### config.mk
export PLATFORM = sky130hd
export DESIGN_NAME = decode_hazard_ctrl
export DESIGN_NICKNAME = d
export VERILOG_FILES = /design/src/rtl/decode_hazard_ctrl.sv
export SDC_FILE = /design/constraint.sdc
export NUM_CORES = 1
export LEC_CHECK = 0
export ABC_CLOCK_PERIOD_IN_PS = 10050
export CORE_MARGIN = 4
export CORE_UTILIZATION = 34
export CTS_CLUSTER_DIAMETER = 100
export DETAILED_ROUTE_END_ITERATION = 6
export SLEW_MARGIN = 20
export SYNTH_ARGS = -nofsm -noshare
export SYNTH_HDL_FRONTEND = slang
export SYNTH_SLANG_ARGS = --single-unit
### constraint.sdc
create_clock -name clk -period 10.05 [get_ports clk]
set_clock_uncertainty 0.15 [all_clocks]
set_input_delay 2.5125 -clock clk [delete_from_list [all_inputs] [get_ports clk]]
set_output_delay 2.5125 -clock clk [all_outputs]
set_load 0.005 [all_outputs]
### src/rtl/decode_hazard_ctrl.sv
// decode_hazard_ctrl: scoreboard of in-flight register writes driving decode stalls, bubbles and branch flushes
module decode_hazard_ctrl #(
  parameter int CNT_W = 2
) (
  input  logic        clk,
  input  logic        reset,
  input  logic        dec_valid,
  input  logic [15:0] dec_inst,
  input  logic        dec_writes,
  input  logic        dec_uses_src2,
  input  logic        branchD,
  input  logic        branch_taken,
  input  logic        wb_en,
  input  logic [3:0]  wb_addr,
  output logic        stall_F,
  output logic        stall_D,
  output logic        bubble_E,
  output logic        flush_D,
  output logic        issue,
  output logic        pending_any,
  output logic        sb_err
);
  logic [CNT_W-1:0] cnt_q [16];
  logic [CNT_W-1:0] cnt_d [16];
  logic             sb_err_q, sb_err_d;
  logic [3:0]       src1, src2, dest;
  logic             hazard1, hazard2, full, stall;

  assign src1 = dec_inst[11:8];
  assign src2 = dec_inst[7:4];
  assign dest = dec_inst[3:0];

  // The last outstanding write retiring this cycle is forwarded by the register file.
  assign hazard1 = cnt_q[src1] != '0 && !(wb_en && wb_addr == src1 && cnt_q[src1] == CNT_W'(1));
  assign hazard2 = dec_uses_src2 && cnt_q[src2] != '0 && !(wb_en && wb_addr == src2 && cnt_q[src2] == CNT_W'(1));
  // A saturated destination may still issue when one of its writes retires this cycle.
  assign full    = dec_writes && (&cnt_q[dest]) && !(wb_en && wb_addr == dest);
  assign stall   = dec_valid && (hazard1 || hazard2 || full);
  assign issue   = dec_valid && !stall;
  assign stall_F = stall;
  assign stall_D = stall;
  assign bubble_E = stall;
  assign flush_D = issue && branchD && branch_taken;
  assign sb_err  = sb_err_q;

  always_comb begin
    pending_any = 1'b0;
    for (int r = 0; r < 16; r++) begin
      cnt_d[r] = cnt_q[r]
               + CNT_W'(issue && dec_writes && dest == 4'(r))
               - CNT_W'(wb_en && wb_addr == 4'(r) && cnt_q[r] != '0);
      pending_any = pending_any | (cnt_q[r] != '0);
    end
    sb_err_d = sb_err_q | (wb_en && cnt_q[wb_addr] == '0);
  end

  always_ff @(posedge clk) begin
    if (reset) begin
      cnt_q    <= '{default: '0};
      sb_err_q <= 1'b0;
    end else begin
      cnt_q    <= cnt_d;
      sb_err_q <= sb_err_d;
    end
  end
endmodule
==> reports/qor.yml <==
min_period_ns: 8.74
synth-seq-cells: 33
insertion_delay_ns: 0.30
synthAdderAreaFrac_pct: 12.9
grt_antenna_before_repair: 0
synth_edf_count: 0
crit_required_ns: 7.39
path_max_fanout: 19
power_mw: 0.289
synth_top_family_by_area: "multiplexers"
die_w_um: 103
crit_path_top_delay_cell: "clkdlybuf4s50_1"
drc: 0
synth_flop_cell: "dfxtp_1"
dp_hpwl_um: 5880
num_rows: 34
ys_seq_area_share_pct: 21.4
start_util_pct: 35.1
cts_resized: 0
cp-start-kind: "input port"
area_delta_synth_final_pct: 13.1
crit_end: "flush_D"
path_class: "in -> out"
synth_area_leaders: "dfxtp_1, mux4_2, ha_1"
finalMaxSlewViolations: 0
grt_pass1_wl_um: 12700
outcome: "complete, no violations"
cts-root-buf: "clkbuf_8"
finalHoldViolCount: 0
timing.final.crit_share_pct: 87.0
nets: 390
htreeDepth: 2
grtUsageMet3_pct: 3.29
use_met1_pct: 20.0
rsz0062_at_grt: "false"
synth.distinct_cells: 33
clkTransAtPathRegs_ns: 0.08
grt_pass1_vias: 2431
num_antenna_cells: 0
cp_cell_sequence: "clkdlybuf4s50_1 -> mux4_1 -> mux4_2 -> a31oi_1 -> o211a_1 -> and4_1 -> clkdlybuf4s50_1"
use_met2_pct: 25.0
setup_violations: 0
power.leakage_nw: 1.58
ir_worst_vdd_mv: 0.0456
synth_xor_xnor_area_share_pct: 12.5
final_antenna_net_count: 0
slowest_delay_ns: 0.87
clk_path_buf_depth: 2
postSynthAreaPerCell_um2: 9.88
max-cap-violations: 0
synth_commonest_cells: "nor2_1, dfxtp_1, ha_1"
numClockSinks: 33
die_h_um: 103
cp_common_cell: "clkdlybuf4s50_1"
io_pins: 35
place_area_um2: 3420
dr.pass1.iters: 4
routedWlPerCell_um: 17.8
cts_tree: "yes"
rr_endpoint: "cnt_q[31]$_SDFF_PP0_"
numCtsBuffers: 5
worst_pin_slew_ns: 0.699
rr_worst_depth: 11
whs_ns: 0.335
max_freq_mhz: 114
arrival_ns: 6.08
syn_area_um2: 3090
yosysTopAreaCellShare_pct: 21.4
end_kind: "output port"
synth_compound_area_share_pct: 2.79
drt_iter0_drc: 195
grt_util_all_layers_pct: 15.5
postCtsSetupBuffers: 0
synth_top_cell_by_area: "dfxtp_1"
yosys.area_share.simple_pct: 20.0
grt_overflow_total: 0
grt_max_degree: 34
synthMuxAreaShare_pct: 24.2
netlist_instances: 313
place.gp.congestion: 0.937
finalInstanceArea_um2: 3500
drive_gt1_share_pct: 11.2
holdBufCountCts: 0
reg2reg_slack_ns: 6.51
synth.net_count: 373
max-slew-margin-rel_pct: 53.3
r2r-start: "cnt_q[13]$_SDFF_PP0_"
yosysMostFrequentCell: "nor2_1"
powerDensity_nw_per_um2: 82.5
vias: 2485
fin_tns_setup_ns: 0
wl_um: 7800
numPortBuffers: 30
yosysWarningCount: 0
core_um2: 8810
hold_path.class: "reg -> reg"
synthArstFlopShare_pct: 0
dieArea_um2: 10700
post-route-util_pct: 39.7
vias_per_cell: 5.66
crit_path_start: "dec_inst[8]"
grt-busiest-layer: "met2"
==> worst max-delay path: cells and delay by family <==
family	cells	cell delay (ns)
and+or+nand+nor	1	0.28
buffers and inverters	2	1.37
muxes	2	1.16
AOI/OAI and AO/OA	2	0.74
==> per-layer routing <==
| metal | share of wire [%] | up-vias | wire, um |
|---|---|---|---|
| li1 | - | 1160 | - |
| met1 | 43 | 1198 | 3330 |
| met2 | 47 | 111 | 3690 |
| met3 | 7.7 | 16 | 599 |
| met4 | 2.4 | 0 | 188 |
| met5 | 0 | - | 0 |
==> cell type report <==
class	instances	area [um^2]
Tap cell	108	135
Clock buffer	6	72.6
Timing Repair Buffer	32	315
Clock inverter	2	10.0
Inverter	18	67.6
Fill cell	867	5310
Sequential cell	33	661
Multi-Input combinational cell	240	2240
==> per-stage QoR <==
stage,setup WS (ns),std cells
after global routing,1.14,439
after detailed placement,1.30,431
after global placement,1.34,431
after floorplan,3.13,313
final,1.31,439
after CTS,1.30,439
==> power breakdown <==
part	switching [mW]	internal, mW
sequential	0.00126	0.132
clock	0.0528	0.0481
combinational	0.0287	0.0261
==> sequential cells by signal, summed over array words and instances, names as in the netlist <==
register,flops
sb_err,1
cnt_q,32
==> worst min path at each step <==
stage	startpoint	endpoint	slack (ns)	depth (start not counted)
finish	sb_err$_SDFF_PP0_	sb_err$_SDFF_PP0_	0.34	2
floorplan	sb_err$_SDFF_PP0_	sb_err$_SDFF_PP0_	0.31	2
global route	sb_err$_SDFF_PP0_	sb_err$_SDFF_PP0_	0.40	2
CTS	sb_err$_SDFF_PP0_	sb_err$_SDFF_PP0_	0.33	2
global placement	sb_err$_SDFF_PP0_	sb_err$_SDFF_PP0_	0.32	2
detailed placement	sb_err$_SDFF_PP0_	sb_err$_SDFF_PP0_	0.31	2
==> cells in the final DEF, fill, tap and decap left out, types with 2 or more instances in the layout <==
cell type and instances:
nor2b_1 25, mux4_1 5, clkinv_2 2, xor2_1 25, a22o_1 2, a31oi_1 4
inv_1 18, mux4_2 26, ha_1 32, buf_4 2, xnor2_1 19, nor2_1 35
nor3_1 16, clkdlybuf4s50_1 30, a211o_1 3, nand3b_1 2, mux2i_1 3, nand4_1 12
dfxtp_1 33, nand3_1 11, nor4_1 4, nand2_1 5, and2_1 2, clkbuf_8 5
nand2b_1 2
==> logic make-up (layout without fill, tap and decap cells) <==
family | after synthesis | count (layout)
fa+ha+maj | 32 | 32
compound gates | 11 | 11
xor+xnor | 44 | 44
buf+inv | 40 | 58
simple gates | 119 | 119
flops | 33 | 33
mux | 34 | 34
Note: power is estimated with default switching activity, not from simulation.
==> RTL change: new RTL, config.mk and constraints unchanged <==
Set the parameter `CNT_W` to 4 (it was 2).
--- a/src/rtl/decode_hazard_ctrl.sv
+++ b/src/rtl/decode_hazard_ctrl.sv
@@ -1,6 +1,6 @@
 // decode_hazard_ctrl: scoreboard of in-flight register writes driving decode stalls, bubbles and branch flushes
 module decode_hazard_ctrl #(
-  parameter int CNT_W = 2
+  parameter int CNT_W = 4
 ) (
   input  logic        clk,
   input  logic        reset,
Function: changed (a bounded check fails within 4 cycles, from zero or initial values and one cycle with reset high).
==> RTL change against the original RTL <==
Sequential cell count is 32 higher; final area is 92% higher; via count is 96% higher; fmax is 1.6% lower; routed wire length is 110% higher; cell count is 110% higher; setup slack worse by 0.14 ns; synthesized area is 92% higher; synthesized cell count is 120% higher; power grew to 2.6 times the old value; critical path type unchanged; critical endpoint is now stall_F; largest power group is now clock.
==> RTL change: results (changes against the original RTL) <==
Run status
  – Outcome: complete, no violations (unchanged)

Pwr
  – Worst vdd rail ir drop: 0.0000937 V (was 0.0000456 V)
  – Sw Pwr: 0.000182 W (was 0.0000827 W)
  – Sw frac: 24.5% (was 28.7%)

Clocking
  – Clock transition at the registers of the reported paths: 0.06 ns (was 0.08 ns)
  – Max H-tree Level: 3 (was 2)
  – # clock sinks: 65 (was 33)
  – Clk Latency, worst-skew pair: 0.35 ns (was 0.30 ns)
  – Root buffer cell: clkbuf_16 (was clkbuf_8)

Worst setup path
  – CP Max Fanout: 22 (was 19)
  – CP Launch Point: dec_inst[1] (was dec_inst[8])
  – FF-to-FF path depth: 12 (was 11)
  – Critical Path Sink: stall_F (was flush_D)

Placed design
  – GP Congestion: 0.865 (was 0.937)
  – DPL Wire Length: 12100 um (was 5880 um)

Logic synthesis
  – Top cells by area, synth: dfxtp_1 22%, ha_1 17%, mux4_2 7.2% (was dfxtp_1 21%, mux4_2 19%, ha_1 13%)
  – Avg Cell Area, Syn: 8.81 um^2 (was 9.88 um^2)
  – Mapped Nets: 798 (was 373)
  – Synth Area in Adders: 22.2% (was 12.9%)
  – Post-synthesis mux area share: 9.41% (was 24.2%)

Cells and area
  – Layout clock area frac: 5.30% (was 2.36%)
  – Layout clock buffer count: 12 (was 6)
  – Final Instance Count excl. Fillers: 912 (was 439)
  – Multi-input combinational area share: 61.1% (was 63.9%)
  – Signal buf overhead: 4.85% (was 9.01%)

Global routing
  – M3 GR Usage: 5.09% (was 3.29%)
  – GR Util met2: 25.7% (was 25.0%)
  – Met1 usage: 23.4% (was 20.0%)

Drt
  – Met2 wire length: 7050 um (was 3690 um)
  – M1 wire length: 7640 um (was 3330 um)
  – Drt first-iter violations: 369 (was 195)

STA
  – Slew headroom: 33.3% (was 53.3%)
-- RTL change: stage by stage --
stage	area [um^2]	hold WS, ns	worst slack, ns
2_1_floorplan	5940	0.310	2.87
3_3_place_gp	6350	0.302	1.21
3_5_place_dp	6350	0.320	1.23
4_1_cts	6700	0.337	1.21
5_1_grt	6700	0.372	0.957
6_report	6700	0.336	1.17
-- RTL change: critical path, cell delays in order --
cell	delay, ns
clkdlybuf4s50_1	1.10
buf_4	0.33
xor2_1	0.16
nor4_1	0.07
or4_1	0.53
o32a_1	0.61
a31oi_1	0.32
clkdlybuf4s50_1	0.56
-- RTL change: cell families (layout without fill, tap and decap cells) --
logic type | count (synthesis) | count (layout)
multiplexers | 27 | 27
flip-flops | 65 | 65
AO/OA/AOI/OAI | 72 | 72
AND/OR/NAND/NOR | 243 | 243
buffers and inverters | 127 | 140
XOR/XNOR | 44 | 44
adder cells (fa/ha/maj) | 96 | 96
